## src/rtl/data_memory_responder.sv

```systemverilog
// Word-organised data memory behind the execute unit's load/store port: lane-masked
// writes, one-cycle registered reads with write-first forwarding, and a post-reset clear sweep.
module data_memory_responder #(
  parameter int ADDRESS_WIDTH = 8,
  parameter int DATA_WIDTH    = 32
) (
  input  logic                     clk,
  input  logic                     rst,
  input  logic                     memory_read_enable,
  input  logic [ADDRESS_WIDTH-1:0] memory_read_address,
  output logic [DATA_WIDTH-1:0]    memory_read_data,
  output logic                     memory_read_valid,
  input  logic                     memory_write_enable,
  input  logic [ADDRESS_WIDTH-1:0] memory_write_address,
  input  logic [DATA_WIDTH-1:0]    memory_write_data,
  input  logic [3:0]               memory_write_mask,
  output logic                     memory_busy,
  output logic                     memory_mask_error
);

  localparam int IW    = ADDRESS_WIDTH - 2;
  localparam int WORDS = 2 ** IW;

  typedef enum logic {CLEAR, READY} state_e;

  state_e                state_q;
  logic [IW-1:0]         clear_idx_q;
  logic [DATA_WIDTH-1:0] mem_q [WORDS];

  logic [IW-1:0]         read_idx;
  logic [IW-1:0]         write_idx;
  logic                  mask_ok;
  logic                  mask_bad;
  logic                  lane_write;
  logic [DATA_WIDTH-1:0] rd_word;
  logic                  mem_we;
  logic [IW-1:0]         mem_idx;
  logic [DATA_WIDTH-1:0] mem_wdata;
  logic [3:0]            mem_lanes;
  logic                  unused_addr_bits;

  assign read_idx         = memory_read_address[ADDRESS_WIDTH-1:2];
  assign write_idx        = memory_write_address[ADDRESS_WIDTH-1:2];
  assign unused_addr_bits = ^{memory_read_address[1:0], memory_write_address[1:0]};

  // Only naturally aligned byte, half and full-word lane groups are accepted.
  always_comb begin
    mask_ok = 1'b0;
    case (memory_write_mask)
      4'b0001, 4'b0010, 4'b0100, 4'b1000,
      4'b0011, 4'b1100, 4'b1111: mask_ok = 1'b1;
      default:                   mask_ok = 1'b0;
    endcase
  end

  assign mask_bad   = (memory_write_mask != 4'b0000) && !mask_ok;
  assign lane_write = (state_q == READY) && memory_write_enable && mask_ok;

  // Write-first: a same-word write in this cycle overlays its lanes on the returned word.
  always_comb begin
    rd_word = mem_q[read_idx];
    if (lane_write && (write_idx == read_idx)) begin
      for (int i = 0; i < 4; i++) begin
        if (memory_write_mask[i]) rd_word[8*i +: 8] = memory_write_data[8*i +: 8];
      end
    end
  end

  always_comb begin
    mem_we    = 1'b0;
    mem_idx   = write_idx;
    mem_wdata = memory_write_data;
    mem_lanes = memory_write_mask;
    if (!rst) begin
      if (state_q == CLEAR) begin
        mem_we    = 1'b1;
        mem_idx   = clear_idx_q;
        mem_wdata = '0;
        mem_lanes = 4'b1111;
      end else if (lane_write) begin
        mem_we = 1'b1;
      end
    end
  end

  always_ff @(posedge clk) begin
    if (mem_we) begin
      for (int i = 0; i < 4; i++) begin
        if (mem_lanes[i]) mem_q[mem_idx][8*i +: 8] <= mem_wdata[8*i +: 8];
      end
    end
  end

  always_ff @(posedge clk) begin
    if (rst) begin
      state_q           <= CLEAR;
      clear_idx_q       <= '0;
      memory_busy       <= 1'b1;
      memory_read_data  <= '0;
      memory_read_valid <= 1'b0;
      memory_mask_error <= 1'b0;
    end else begin
      memory_read_valid <= 1'b0;
      memory_mask_error <= 1'b0;
      case (state_q)
        CLEAR: begin
          clear_idx_q <= clear_idx_q + IW'(1);
          if (&clear_idx_q) begin
            state_q     <= READY;
            memory_busy <= 1'b0;
          end
        end
        READY: begin
          if (memory_read_enable) begin
            memory_read_valid <= 1'b1;
            memory_read_data  <= rd_word;
          end
          memory_mask_error <= memory_write_enable && mask_bad;
        end
        default: state_q <= CLEAR;
      endcase
    end
  end

endmodule
```

## config.mk

```make
export PLATFORM = sky130hd
export DESIGN_NAME = data_memory_responder
export DESIGN_NICKNAME = d
export VERILOG_FILES = /design/src/rtl/data_memory_responder.sv
export SDC_FILE = /design/constraint.sdc
export NUM_CORES = 2
export LEC_CHECK = 0
export BUFFER_PORTS_ARGS = -buffer_cell sky130_fd_sc_hd__buf_2
export CORE_MARGIN = 2
export CORE_UTILIZATION = 39
export CTS_CLUSTER_SIZE = 28
export DETAILED_ROUTE_END_ITERATION = 16
export GPL_ROUTABILITY_DRIVEN = 0
export HOLD_SLACK_MARGIN = 0.03
export SYNTH_ARGS = -nofsm -noshare
export SYNTH_HDL_FRONTEND = slang
export SYNTH_SLANG_ARGS = --single-unit
```

## constraint.sdc

```tcl
create_clock -name clk -period 4.5 [get_ports clk]
set_clock_uncertainty 0.15 [all_clocks]
set_input_delay 0.9 -clock clk [delete_from_list [all_inputs] [get_ports clk]]
set_output_delay 0.9 -clock clk [all_outputs]
set_load 0.03 [all_outputs]
```

Word level (Yosys, flattened, before mapping):

Memories as Yosys holds them, arrays and structs flattened.
Index checks and enable logic that the tools add are counted.

* logic and storage cells: 59
* register bits: 42
* memory bits (read-only): 0
* memories kept: 1
* output and inout bits: 35
* bits in writable memories: 2048
* bits in latches: 0
* bits of input ports: 56

Memory list
* mem_q: depth 64, bits a word 32, rd ports 1, clocked after memory_dff 0, wr ports 1, line 28 `logic [DATA_WIDTH-1:0] mem_q [WORDS];`

* multiply operators: 0
* reductions and logical operators: 12
* mux-type cells: 30
* equality and inequality tests: 8
* bitwise logic cells: 1
* div/mod/pow operators: 0
* magnitude comparators: 0
* shifts and indexed selects: 0
* add/sub/neg operators: 1

Operators by type and width (number)
* $mux W32: 3
* $mux W8: 4
* $mux W1: 19
* $eq A4 B4 Y1 const B: 3
* $mux W6: 2
* $eq A4 B2 Y1 const B: 2
* $mux W4: 2
* $reduce_and A7 Y1: 1
* $reduce_or A7 Y1: 1
* $add A6 B1 Y6 const B: 1
* $eq A6 B6 Y1: 1
* $reduce_and A6 Y1: 1
* $logic_and A1 B1 Y1: 5
* $eq A4 B1 Y1 const B: 1
* $eq A4 B3 Y1 const B: 1
* $reduce_bool A4 Y1: 1
* $reduce_and A2 Y1: 1
* $reduce_or A2 Y1: 1
* $logic_not A1 Y1: 1
* $not A1 Y1: 1

Depth between registers and ports, before layout:

* depth after elaboration: 9
* depth in mapped cells: 11
* gate-level depth less buffers: 6

Worst setup path before layout:

No wires, ideal clock.

* path type: in2reg
* from: in rst
* to: mem mem_q[0][10], data pin
* data required time: 3836 ps
* path buffers: 4
* stages: 6
* arrival: 3360 ps
* slack: 475 ps
* library setup time: 514 ps
* path through: nor2_1 clkbuf_1 buf_2 buf_1 clkbuf_1 nor2b_1

* cells in the longest elaborated chain, start to end: 1

Ends and longest elaborated chain
* start: declaration: line 8 `input logic rst,`
* $mux W32: line 74 `if (!rst) begin`
* via mem_wdata[10]: line 38 `logic [DATA_WIDTH-1:0] mem_wdata;`
* end: declaration: line 28

The timed path passes the listed nets, and every way through them passes these cells.

Worst setup path in the final report:

* from: reg state_q
* to: mem mem_q[30][6] (enable)

* cells in the longest elaborated chain, start to end: 7
* elaborated cells between the ends (all ways): 12
* those cells by class: mux (10); reduce/logical (2)

Ends and longest elaborated chain
* start: declaration: line 26 `state_e state_q;`
* start signal: assignment: line 96 `state_q <= CLEAR;`
* start signal: assignment: line 109 `state_q <= READY;`
* start signal: assignment: line 120 `default: state_q <= CLEAR;`
* $logic_and A1 B1 Y1 (2 in a row): line 57 `assign lane_write = (state_q == READY) && memory_write_enable && mask_ok;`
* $mux W1: line 80 `end else if (lane_write) begin`
* $mux W1: line 75 `if (state_q == CLEAR) begin`
* $mux W1: line 74
* $mux W1: line 87 `if (mem_we) begin`
* $mux W1 (implied by the code): line 89 `if (mem_lanes[i]) mem_q[mem_idx][8*i +: 8] <= mem_wdata[8*i +: 8];`

Parallel ways exist; a longest one is shown, timed or not.

==> out/qor.yml <==
drc: 0
clk_pin_slew_worst_paths_ns: 0.06
fin_nets: 4349
slew_violations: 0
hold_violations: 0
cts_resized: 0
synth_seq_area_share: 0.767
avgSynthCellArea_sq_um: 21.3
avgViaCountPerCell: 5.75
hold_path_depth: 2
rr_worst_depth: 7
grt-ovfl-total: 0
grt_setup_unrepaired: "false"
antenna_found_initial: 12
synthArstFlopShare: 0
syn_inst: 3817
slew_headroom: 0.162
cts_sinks: 2090
min_period_over_period: 0.844
antenna_left: 0
synth-seq-cells: 2090
fp.coreArea_sq_um: 207000
hold_path.class: "input pin to flop"
cts_buffers: 205
final.fill_count: 17500
drt-total-wl_mm: 221
finalCriticalPeriod_ns: 3.80
cts_buffer_depth: 3
grt_max_degree: 70
max_freq_ghz: 0.263
cp.required_ns: 4.87
ctsHoldBuffers: 0
yosysUniqueCellTypes: 54
drive_gt1_frac: 0.315
synth_nets: 3874
drt_pass1_iterations: 6
synth_edf_count: 2048
dp.final_hpwl_mm: 141
die_area_sq_um: 212000
clkLatencyLatePin_ns: 0.82
drtIter0Drc: 5310
numPortBuffers: 86
grt_pass1_wl_mm: 312
setup_viol: 0
syn-cell-area_sq_um: 81300
worst_pin_slew_ns: 1.26
cp.arrival_ns: 4.17
status: "complete, no violations"
area_growth_pct: 16.2
cts-root-buf: "clkbuf_16"
grt_usage: 0.208
crit_path_end_kind: "flop"
powerDensity_nw_per_um2: 426
htree_num_levels: 4
power.leakage_nw: 30.5
rows: 167
final_cells: 7257
wl_per_cell_um: 30.4
grt_pass1_vias: 41100
cap_viol_max_count: 0
synthFlopType: "edfxtp_1"
dp_cells: 6873
cts_tree: "built"
crit_path_max_fanout: 20
die_w_um: 461
ys_warn_count: 0
ir_worst_vdd_mv: 0.378
fp.dieH_um: 461
io_pins: 91
worst_setup_path_start_kind: "flop"
critPathKind: "flop to flop"
post_cts_buffers: 0
via_count: 41700
finalPower_w: 0.0403
setup_tns_ns: 0
initial_core_util: 0.392
## cell usage in the layout (no fill, tap or decap), types with 7 or more instances in the layout
master     synthesis  final
clkbuf_8           0      9
buf_12             0     33
mux2_2            12     12
clkbuf_16          0    211
inv_6              0      7
bufinv_16          0     11
o21ai_0           43     43
edfxtp_1        2048   2048
nand2_1           70     65
a221oi_1          34     34
clkinv_1           0     43
o21bai_1           7      7
buf_2             51     81
a22oi_1           99     99
nor2b_1           44      8
mux2i_1           75     75
a21oi_1           68     64
mux4_2           545    545
clkbuf_1         138     64
nor2b_4            0     34
or4_1             12     12
nand3_1           33     33
dfxtp_1           42     42
buf_4             40    401
nand2b_1          14     13
nor3_1           150    149
clkinv_2           0     32
a31oi_1            8      8
nor2_1           177    174
## report_power, final
| group | internal [W] | switching (W) |
|---|---|---|
| clock | 0.00936 | 0.00712 |
| sequential | 0.0215 | 0.0000213 |
| combinational | 0.000815 | 0.00148 |
| total | 0.0316 | 0.00862 |
## area by class of cell
type / count / area [sq um] / share of cell area
Sequential cell: 2090 / 62300 / 0.659
Multi-Input combinational cell: 1475 / 18200 / 0.192
Clock buffer: 284 / 5640 / 0.0597
Timing Repair Buffer: 518 / 4120 / 0.0436
Tap cell: 2788 / 3490 / 0.0369
Clock inverter: 98 / 761 / 0.00805
Inverter: 2 / 7.51 / 0.0000794
Antenna cell: 2 / 5.00 / 0.0000529
## cells in the mapped netlist, types with 7 or more instances
master    instances  area [sq um]
edfxtp_1       2048         61500
mux4_2          545         12300
nor2_1          177           664
nor3_1          150           751
clkbuf_1        138           518
a22oi_1          99           743
mux2i_1          75           751
nand2_1          70           263
a21oi_1          68           340
buf_2            51           255
nor2b_1          44           275
o21ai_0          43           215
dfxtp_1          42           841
buf_4            40           300
a221oi_1         34           298
nand3_1          33           165
buf_1            18          67.6
nand2b_1         14          87.6
mux2_2           12           135
or4_1            12          90.1
a31oi_1           8          50.1
and2_1            7          43.8
o21bai_1          7          52.6
## per-layer routing
layer / up-vias / part of all wire / track usage
met5: - / 0.000050 / 0
met4: 2 / 0.029 / 0.0605
met3: 326 / 0.086 / 0.0440
met2: 1891 / 0.48 / 0.326
met1: 22500 / 0.41 / 0.292
li1: 17000 / - / -
## state kept, by name, summed over array words and instances (netlist names)
name,count
mem_q,2048
memory_read_data,32
clear_idx_q,6
memory_busy,1
memory_mask_error,1
memory_read_valid,1
state_q,1
## worst max-delay path, cell delays in order, from the launching register on
cell	delay, ns
dfxtp_1	0.44
nor2_4	0.45
buf_4	0.37
mux2_2	0.49
nor2_1	0.31
nand2_1	0.69
nor2_1	0.34
buf_4	0.24
## cell families (layout without fill, tap and decap cells)
logic type,Yosys count,after routing,synth area share
AO/OA/AOI/OAI,298,298,0.0249
XOR/XNOR,10,10,0.00108
adder cells (fa/ha/maj),1,1,0.000154
buffers and inverters,252,902,0.0145
flip-flops,2090,2090,0.767
multiplexers,632,632,0.162
other,0,2,0
AND/OR/NAND/NOR,534,534,0.0310
## through the flow
step	setup WS (ns)	util	hold WS, ns	instance area (sq um)
after floorplan	0.475	-	0.354	81300
after global placement	0.329	0.425	0.288	88100
after detailed placement	0.279	0.425	0.295	88100
after CTS	0.774	0.456	0.161	94500
after global routing	0.556	0.456	0.198	94500
final	0.701	0.456	0.218	94500
## path summary, 6_finish.rpt
path                             start              endpoint  slack (ns)
setup / recovery               state_q          mem_q[30][6]        0.70
hold / removal    memory_write_data[1]   memory_read_data[1]        0.22
setup reg to reg               state_q          mem_q[30][6]        0.70
hold reg to reg   memory_read_data[18]  memory_read_data[18]        0.31
Power figures use the tool's default switching activity.
